`src/rtl/sysbus_arbiter_if.sv`:
```
// rtl/sysbus_arbiter_if.sv - signal bundle between fetch, load/store, the Sysbus port and the arbiter
//
// Purpose: groups the two core master channels (m0 = fetch, m1 = load/store),
// the shared Sysbus request/response port and the sticky error flag.
// Ports (signals):
//   m0_*/m1_*  : reqcyc, req, reqtag, wdata (to arbiter);
//                reqack, wpop, resp, respcyc (from arbiter)
//   bus_*      : reqcyc, req, reqtag, respack (from arbiter);
//                reqack, resp, resptag, respcyc (to arbiter)
//   protocol_err : sticky protocol violation flag (from arbiter)
// Modports: slave = arbiter view, master = environment view.
interface sysbus_arbiter_if #(
  parameter int DATA_W = 64,
  parameter int TAG_W  = 13
);
  logic              m0_reqcyc;
  logic [DATA_W-1:0] m0_req;
  logic [TAG_W-1:0]  m0_reqtag;
  logic              m0_reqack;
  logic [DATA_W-1:0] m0_wdata;
  logic              m0_wpop;
  logic [DATA_W-1:0] m0_resp;
  logic              m0_respcyc;

  logic              m1_reqcyc;
  logic [DATA_W-1:0] m1_req;
  logic [TAG_W-1:0]  m1_reqtag;
  logic              m1_reqack;
  logic [DATA_W-1:0] m1_wdata;
  logic              m1_wpop;
  logic [DATA_W-1:0] m1_resp;
  logic              m1_respcyc;

  logic              bus_reqcyc;
  logic [DATA_W-1:0] bus_req;
  logic [TAG_W-1:0]  bus_reqtag;
  logic              bus_reqack;
  logic [DATA_W-1:0] bus_resp;
  logic [TAG_W-1:0]  bus_resptag;
  logic              bus_respcyc;
  logic              bus_respack;

  logic              protocol_err;

  modport slave (
    input  m0_reqcyc, m0_req, m0_reqtag, m0_wdata,
    output m0_reqack, m0_wpop, m0_resp, m0_respcyc,
    input  m1_reqcyc, m1_req, m1_reqtag, m1_wdata,
    output m1_reqack, m1_wpop, m1_resp, m1_respcyc,
    output bus_reqcyc, bus_req, bus_reqtag, bus_respack,
    input  bus_reqack, bus_resp, bus_resptag, bus_respcyc,
    output protocol_err
  );

  modport master (
    output m0_reqcyc, m0_req, m0_reqtag, m0_wdata,
    input  m0_reqack, m0_wpop, m0_resp, m0_respcyc,
    output m1_reqcyc, m1_req, m1_reqtag, m1_wdata,
    input  m1_reqack, m1_wpop, m1_resp, m1_respcyc,
    input  bus_reqcyc, bus_req, bus_reqtag, bus_respack,
    output bus_reqack, bus_resp, bus_resptag, bus_respcyc,
    input  protocol_err
  );
endinterface

```
`src/rtl/sysbus_arbiter.sv`:
```
// rtl/sysbus_arbiter.sv - round-robin two-master arbiter for the single Sysbus port
//
// Purpose: shares one Sysbus port between fetch (m0) and load/store (m1) with a
// single outstanding transaction, round-robin grant, write-beat streaming and
// response steering back to the owning master.
// Ports:
//   clk   : core clock
//   reset : synchronous active-high reset
//   sb    : sysbus_arbiter_if.slave bundle (m0_*, m1_*, bus_*, protocol_err)
module sysbus_arbiter #(
  parameter int DATA_W = 64,
  parameter int TAG_W  = 13,
  parameter int BEATS  = 8
) (
  input logic            clk,
  input logic            reset,
  sysbus_arbiter_if.slave sb
);

  localparam int CNT_W = (BEATS > 1) ? $clog2(BEATS) : 1;
  localparam logic [CNT_W-1:0] LAST_BEAT = CNT_W'(BEATS - 1);

  typedef enum logic [1:0] {IDLE, REQ, WDATA, RESP} state_t;

  state_t            state, state_n;
  logic              owner, owner_n;
  logic              rr_last, rr_last_n;
  logic [CNT_W-1:0]  beat_cnt, beat_cnt_n;
  logic [DATA_W-1:0] req_q, req_n;
  logic [TAG_W-1:0]  tag_q, tag_n;
  logic              err_q, err_n;

  logic              grant;
  logic              reqack_c;
  logic              wpop_c;
  logic              respcyc_c;
  logic              bus_reqcyc_c;
  logic [DATA_W-1:0] bus_req_c;

  // Only the low 8 tag bits form the transaction id compared on responses.
  logic unused_resptag_hi;
  assign unused_resptag_hi = ^sb.bus_resptag[TAG_W-1:8];

  always_ff @(posedge clk) begin
    if (reset) begin
      state    <= IDLE;
      owner    <= 1'b0;
      rr_last  <= 1'b1;  // m0 wins the first tie
      beat_cnt <= '0;
      req_q    <= '0;
      tag_q    <= '0;
      err_q    <= 1'b0;
    end else begin
      state    <= state_n;
      owner    <= owner_n;
      rr_last  <= rr_last_n;
      beat_cnt <= beat_cnt_n;
      req_q    <= req_n;
      tag_q    <= tag_n;
      err_q    <= err_n;
    end
  end

  always_comb begin
    state_n      = state;
    owner_n      = owner;
    rr_last_n    = rr_last;
    beat_cnt_n   = beat_cnt;
    req_n        = req_q;
    tag_n        = tag_q;
    grant        = 1'b0;
    reqack_c     = 1'b0;
    wpop_c       = 1'b0;
    respcyc_c    = 1'b0;
    bus_reqcyc_c = 1'b0;
    bus_req_c    = req_q;

    case (state)
      IDLE: begin
        if (sb.m0_reqcyc || sb.m1_reqcyc) begin
          // Tie goes to the master that was not granted last time.
          grant     = (sb.m0_reqcyc && sb.m1_reqcyc) ? ~rr_last : sb.m1_reqcyc;
          owner_n   = grant;
          rr_last_n = grant;
          req_n     = grant ? sb.m1_req : sb.m0_req;
          tag_n     = grant ? sb.m1_reqtag : sb.m0_reqtag;
          state_n   = REQ;
        end
      end
      REQ: begin
        bus_reqcyc_c = 1'b1;
        if (sb.bus_reqack) begin
          reqack_c   = 1'b1;
          beat_cnt_n = '0;
          state_n    = tag_q[TAG_W-1] ? RESP : WDATA;  // MSB: 1 = read
        end
      end
      WDATA: begin
        bus_reqcyc_c = 1'b1;
        bus_req_c    = owner ? sb.m1_wdata : sb.m0_wdata;
        wpop_c       = 1'b1;
        if (beat_cnt == LAST_BEAT) begin
          beat_cnt_n = '0;
          state_n    = IDLE;
        end else begin
          beat_cnt_n = beat_cnt + CNT_W'(1);
        end
      end
      RESP: begin
        respcyc_c = sb.bus_respcyc;
        if (sb.bus_respcyc) begin
          if (beat_cnt == LAST_BEAT) begin
            beat_cnt_n = '0;
            state_n    = IDLE;
          end else begin
            beat_cnt_n = beat_cnt + CNT_W'(1);
          end
        end
      end
      default: state_n = IDLE;
    endcase

    // Sticky: stray response beat, stray request ack, or response id mismatch.
    err_n = err_q
          | (sb.bus_respcyc && (state != RESP))
          | (sb.bus_reqack && (state != REQ))
          | ((state == RESP) && sb.bus_respcyc && (sb.bus_resptag[7:0] != tag_q[7:0]));
  end

  assign sb.bus_reqcyc   = bus_reqcyc_c;
  assign sb.bus_req      = bus_req_c;
  assign sb.bus_reqtag   = tag_q;
  assign sb.bus_respack  = respcyc_c;
  assign sb.protocol_err = err_q;

  assign sb.m0_reqack  = reqack_c  & ~owner;
  assign sb.m1_reqack  = reqack_c  &  owner;
  assign sb.m0_wpop    = wpop_c    & ~owner;
  assign sb.m1_wpop    = wpop_c    &  owner;
  assign sb.m0_respcyc = respcyc_c & ~owner;
  assign sb.m1_respcyc = respcyc_c &  owner;
  assign sb.m0_resp    = ((state == RESP) && !owner) ? sb.bus_resp : '0;
  assign sb.m1_resp    = ((state == RESP) &&  owner) ? sb.bus_resp : '0;

endmodule
```
`src/flat_wrapper.sv`:
```
// flat-port wrapper written by rule: the top's interface ports become plain ports
module sysbus_arbiter_flat 
#(
  parameter int DATA_W = 64,
  parameter int TAG_W  = 13,
  parameter int BEATS  = 8
)
  (clk, reset, sb_m0_reqcyc, sb_m0_req, sb_m0_reqtag, sb_m0_wdata, sb_m0_reqack, sb_m0_wpop, sb_m0_resp, sb_m0_respcyc, sb_m1_reqcyc, sb_m1_req, sb_m1_reqtag, sb_m1_wdata, sb_m1_reqack, sb_m1_wpop, sb_m1_resp, sb_m1_respcyc, sb_bus_reqcyc, sb_bus_req, sb_bus_reqtag, sb_bus_respack, sb_bus_reqack, sb_bus_resp, sb_bus_resptag, sb_bus_respcyc, sb_protocol_err);
  sysbus_arbiter_if #(.DATA_W(DATA_W), .TAG_W(TAG_W)) sb_i ();
  input logic clk;
  input logic reset;
  input wire logic [$bits(sb_i.m0_reqcyc)-1:0] sb_m0_reqcyc;
  input wire logic [$bits(sb_i.m0_req)-1:0] sb_m0_req;
  input wire logic [$bits(sb_i.m0_reqtag)-1:0] sb_m0_reqtag;
  input wire logic [$bits(sb_i.m0_wdata)-1:0] sb_m0_wdata;
  output wire logic [$bits(sb_i.m0_reqack)-1:0] sb_m0_reqack;
  output wire logic [$bits(sb_i.m0_wpop)-1:0] sb_m0_wpop;
  output wire logic [$bits(sb_i.m0_resp)-1:0] sb_m0_resp;
  output wire logic [$bits(sb_i.m0_respcyc)-1:0] sb_m0_respcyc;
  input wire logic [$bits(sb_i.m1_reqcyc)-1:0] sb_m1_reqcyc;
  input wire logic [$bits(sb_i.m1_req)-1:0] sb_m1_req;
  input wire logic [$bits(sb_i.m1_reqtag)-1:0] sb_m1_reqtag;
  input wire logic [$bits(sb_i.m1_wdata)-1:0] sb_m1_wdata;
  output wire logic [$bits(sb_i.m1_reqack)-1:0] sb_m1_reqack;
  output wire logic [$bits(sb_i.m1_wpop)-1:0] sb_m1_wpop;
  output wire logic [$bits(sb_i.m1_resp)-1:0] sb_m1_resp;
  output wire logic [$bits(sb_i.m1_respcyc)-1:0] sb_m1_respcyc;
  output wire logic [$bits(sb_i.bus_reqcyc)-1:0] sb_bus_reqcyc;
  output wire logic [$bits(sb_i.bus_req)-1:0] sb_bus_req;
  output wire logic [$bits(sb_i.bus_reqtag)-1:0] sb_bus_reqtag;
  output wire logic [$bits(sb_i.bus_respack)-1:0] sb_bus_respack;
  input wire logic [$bits(sb_i.bus_reqack)-1:0] sb_bus_reqack;
  input wire logic [$bits(sb_i.bus_resp)-1:0] sb_bus_resp;
  input wire logic [$bits(sb_i.bus_resptag)-1:0] sb_bus_resptag;
  input wire logic [$bits(sb_i.bus_respcyc)-1:0] sb_bus_respcyc;
  output wire logic [$bits(sb_i.protocol_err)-1:0] sb_protocol_err;
  assign sb_i.m0_reqcyc = sb_m0_reqcyc;
  assign sb_i.m0_req = sb_m0_req;
  assign sb_i.m0_reqtag = sb_m0_reqtag;
  assign sb_i.m0_wdata = sb_m0_wdata;
  assign sb_m0_reqack = sb_i.m0_reqack;
  assign sb_m0_wpop = sb_i.m0_wpop;
  assign sb_m0_resp = sb_i.m0_resp;
  assign sb_m0_respcyc = sb_i.m0_respcyc;
  assign sb_i.m1_reqcyc = sb_m1_reqcyc;
  assign sb_i.m1_req = sb_m1_req;
  assign sb_i.m1_reqtag = sb_m1_reqtag;
  assign sb_i.m1_wdata = sb_m1_wdata;
  assign sb_m1_reqack = sb_i.m1_reqack;
  assign sb_m1_wpop = sb_i.m1_wpop;
  assign sb_m1_resp = sb_i.m1_resp;
  assign sb_m1_respcyc = sb_i.m1_respcyc;
  assign sb_bus_reqcyc = sb_i.bus_reqcyc;
  assign sb_bus_req = sb_i.bus_req;
  assign sb_bus_reqtag = sb_i.bus_reqtag;
  assign sb_bus_respack = sb_i.bus_respack;
  assign sb_i.bus_reqack = sb_bus_reqack;
  assign sb_i.bus_resp = sb_bus_resp;
  assign sb_i.bus_resptag = sb_bus_resptag;
  assign sb_i.bus_respcyc = sb_bus_respcyc;
  assign sb_protocol_err = sb_i.protocol_err;
  sysbus_arbiter #(.DATA_W(DATA_W), .TAG_W(TAG_W), .BEATS(BEATS)) u_core (.clk(clk), .reset(reset), .sb(sb_i));
endmodule
```
`config.mk`:
```
export PLATFORM = sky130hd
export DESIGN_NAME = sysbus_arbiter_flat
export DESIGN_NICKNAME = d
export VERILOG_FILES = /design/src/rtl/sysbus_arbiter_if.sv /design/src/rtl/sysbus_arbiter.sv /design/src/flat_wrapper.sv
export SDC_FILE = /design/constraint.sdc
export NUM_CORES = 1
export LEC_CHECK = 0
export CAP_MARGIN = 25
export CORE_AREA = 2 2 227 229
export CTS_CLUSTER_DIAMETER = 30
export DETAILED_ROUTE_END_ITERATION = 8
export DIE_AREA = 0 0 229 231
export REMOVE_ABC_BUFFERS = 1
export SLEW_MARGIN = 10
export SYNTH_ARGS = -nofsm -noshare
export SYNTH_HDL_FRONTEND = slang
export SYNTH_SLANG_ARGS = --single-unit
```
`constraint.sdc`:
```
create_clock -name clk -period 2.2 [get_ports clk]
set_clock_uncertainty 0.15 [all_clocks]
set_input_delay 0.33 -clock clk [delete_from_list [all_inputs] [get_ports clk]]
set_output_delay 0.33 -clock clk [all_outputs]
set_load 0.05 [all_outputs]
```
==> impl_metrics.yaml, run 1 <==
global_route:
  grt_usage_pct: 14.2
  overflow: 0
  grt_max_degree: 79
  antenna_found_initial: 3
  grt_pass1_wl_um: 55100
  grt_pass1_vias: 8338
routing:
  drc: 0
  wl_per_cell_um: 20.0
  drt-initial-drc-count: 266
  vias: 8166
  final_antenna_net_count: 0
  drt_wl_total_um: 40600
  firstDrtPassIters: 4
  via_per_inst: 4.02
synthesis:
  synth.top_cell.area_share_pct: 27.5
  synth_cell_types: 31
  synthesis.area_um2: 6180
  yosys_warnings: 0
  yosysMostFrequentCell: "nor2_1"
  syn_avg_cell_area_um2: 7.95
  async_flop_share_pct: 0
  synth-edff-count: 0
  ys_seq_area_share_pct: 27.5
  synth-main-ff-cell: "dfxtp_1"
  synth_area_leaders: "dfxtp_1 28%, mux2i_1 23%, a211oi_1 9.5%, nor2_1 8.9%, and2_1 6.8%"
  syn_inst: 778
  synth_top_area_cell: "dfxtp_1"
  yosys-top-cells-count: "147 x nor2_1, 143 x mux2i_1, 85 x dfxtp_1, 78 x a211oi_1, 70 x a21oi_1"
  ys_seq_elements: 85
clock_network:
  tritoncts: "done"
  clk_pin_slew_ps: 70
  clock_latency_ps: 370
  clkSinkCount: 85
  clockBufferDepth: 2
  root_buffer: "clkbuf_16"
  numCtsBuffers: 9
  htree_num_levels: 3
  hold_buffers: 0
critical_path:
  crit_start: "u_core.state[0]"
  timing.rr.start: "u_core.state[0]"
  critical_path_class: "flop to output port"
  crit_fanout: 6
  crit_arrival_ps: 1810
  crit_end: "sb_bus_req[45]"
  r2r.worst_path.cells: 8
  worstSetupEndpointType: "output port"
  required_ps: 1720
  r2r_end: "u_core.state[1]"
  r2r_slack_ps: 200
  worst_setup_path_start_kind: "flop"
sta:
  timing.slew.headroom_pct: 56.5
  rsz0062_at_grt: "yes"
  holdWs_ps: 340
  worstMarginPinSlew_ps: 653
  period_share_pct: 104
  hold_violations: 0
  layout_setup_ws_ps: -94.2
  drv_slew: 0
  fmax_ghz: 0.436
  fin_crit_ps: 2290
  setup_viol: 78
cells_and_area:
  fin_cells: 2032
  finalInstanceArea_um2: 16900
  synthToLayoutAreaGrowth_pct: 173
  drive_above_1_share_pct: 33.7
  nFillCells: 5170
  nets: 1718
placed_design:
  globalplace.congestion: 0.879
  dp_hpwl_um: 29300
  placed_cell_area_um2: 14900
  place_ws_ps: 23.3
  port_buffers: 573
  place_inst: 1985
power:
  p_per_area_nw_per_um2: 1030
  cellLeakagePower_nw: 6.40
  ir_drop_mv: 0.823
floorplan:
  coreArea_um2: 50700
  dieWidth_um: 229
  fp.dieArea_um2: 52900
  die_h_um: 231
  start_util_pct: 12.2
  pin_count: 579
  num_rows: 83
min_path:
  worstHoldPathType: "primary input to flop"
flow_run:
  drv_cap: 0
outcome:
  violations: "negative setup slack"
  status: "finished, violations left"
==> state kept, by name (all words and copies together) (netlist names) <==
signal and flops:
u_core.sb.protocol_err 1, u_core.sb.bus_reqtag 13, u_core.rr_last 1, u_core.state 2, u_core.owner 1, u_core.req_q 64
u_core.beat_cnt 3
==> per-layer routing <==
| metal | part of all wire, % | vias to the layer above | global-route usage (%) | wire length [um] |
|---|---|---|---|---|
| met5 | 0.039 | - | 0 | 16 |
| met4 | 5.6 | 2 | 8.66 | 2260 |
| met2 | 48 | 430 | 23.4 | 19600 |
| met3 | 6.8 | 68 | 4.30 | 2770 |
| li1 | - | 3899 | - | - |
| met1 | 39 | 3767 | 16.2 | 16000 |
==> what timing repair did <==
action | in CTS | in global routing
hold endpoints to repair | 0 | 0
pin swaps | 3 | 8
buffers inserted | 9 | 7
resized for setup | 175 | 96
endpoints found under the setup margin | 167 | 165
cloned | 8 | 10
==> worst max-delay path: stages (launching register included) <==
cell,delay [ps]
dfxtp_4,390
inv_4,40
ha_4,160
buf_12,140
buf_12,140
buf_16,150
a21oi_2,120
buf_4,140
buf_12,130
==> cells in the final DEF, fill, tap and decap left out, types with 21 or more instances in the layout <==
cell	instances
buf_4	21
and3_1	49
nor2_1	111
a21oi_4	50
clkdlybuf4s50_1	372
buf_12	218
and2_4	29
mux2i_1	128
and2_1	38
a211oi_1	78
dfxtp_1	82
==> layout make-up <==
| cell class | instances | area, um2 | share of cell area, % |
|---|---|---|---|
| flip-flops and latches | 85 | 1710 | 10.2 |
| repair buffers | 637 | 8830 | 52.4 |
| clock buffers | 11 | 254 | 1.51 |
| clock inverters | 4 | 22.5 | 0.134 |
| inverters | 4 | 17.5 | 0.104 |
| well taps | 680 | 851 | 5.04 |
| multi-input cells | 609 | 5170 | 30.7 |
| diodes | 2 | 5.00 | 0.0297 |
==> cell families after synthesis <==
kind of cell / after synthesis / synth area share, %
AO/OA/AOI/OAI: 155 / 16.5
XOR/XNOR: 8 / 1.13
adder cells (fa/ha/maj): 7 / 1.42
buffers and inverters: 84 / 6.31
flip-flops: 85 / 27.5
multiplexers: 143 / 23.1
AND/OR/NAND/NOR: 296 / 24.0
==> worst min path at each step <==
stage	cells after the start	endpoint	start	slack (ps)
floorplan	1	u_core.beat_cnt[1]	reset	250
global placement	2	u_core.beat_cnt[1]	u_core.beat_cnt[1]	310
detailed placement	2	u_core.beat_cnt[1]	u_core.beat_cnt[1]	330
CTS	2	u_core.beat_cnt[0]	reset	310
global route	2	u_core.beat_cnt[0]	reset	340
finish	2	u_core.beat_cnt[0]	reset	340
==> power breakdown <==
group | internal (mW) | leakage (nW) | switching, mW
clock | 0.823 | 0.136 | 0.733
sequential | 2.07 | 0.708 | 0.428
combinational | 6.18 | 5.55 | 7.20
==> through the flow <==
| step | total power [mW] | util [%] | TNS, ps |
|---|---|---|---|
| floorplan | 7.76 | - | -696080 |
| global placement | 13.7 | 29.3 | 0 |
| detailed placement | 13.7 | 29.3 | 0 |
| CTS | 17.0 | 32.0 | -10970 |
| global route | 18.2 | 33.3 | -11060 |
| finish | 17.4 | 33.3 | -2600 |
(Power assumes the default switching activity.)
==> inputs of run 2 (changes only) <==
--- a/config.mk
+++ b/config.mk
@@ -11,7 +11,6 @@
 export DETAILED_ROUTE_END_ITERATION = 8
 export DIE_AREA = 0 0 229 231
 export REMOVE_ABC_BUFFERS = 1
-export SLEW_MARGIN = 10
 export SYNTH_ARGS = -nofsm -noshare
 export SYNTH_HDL_FRONTEND = slang
 export SYNTH_SLANG_ARGS = --single-unit
==> results of run 2 <==
The final DEF is identical to that of run 1; final timing and power are the same.
==> inputs of run 3 (changes only) <==
--- a/config.mk
+++ b/config.mk
@@ -8,6 +8,7 @@
 export CAP_MARGIN = 25
 export CORE_AREA = 2 2 227 229
 export CTS_CLUSTER_DIAMETER = 30
+export CTS_CLUSTER_SIZE = 28
 export DETAILED_ROUTE_END_ITERATION = 8
 export DIE_AREA = 0 0 229 231
 export REMOVE_ABC_BUFFERS = 1
==> results of run 3 <==
The final DEF is identical to that of run 1; final timing and power are the same.
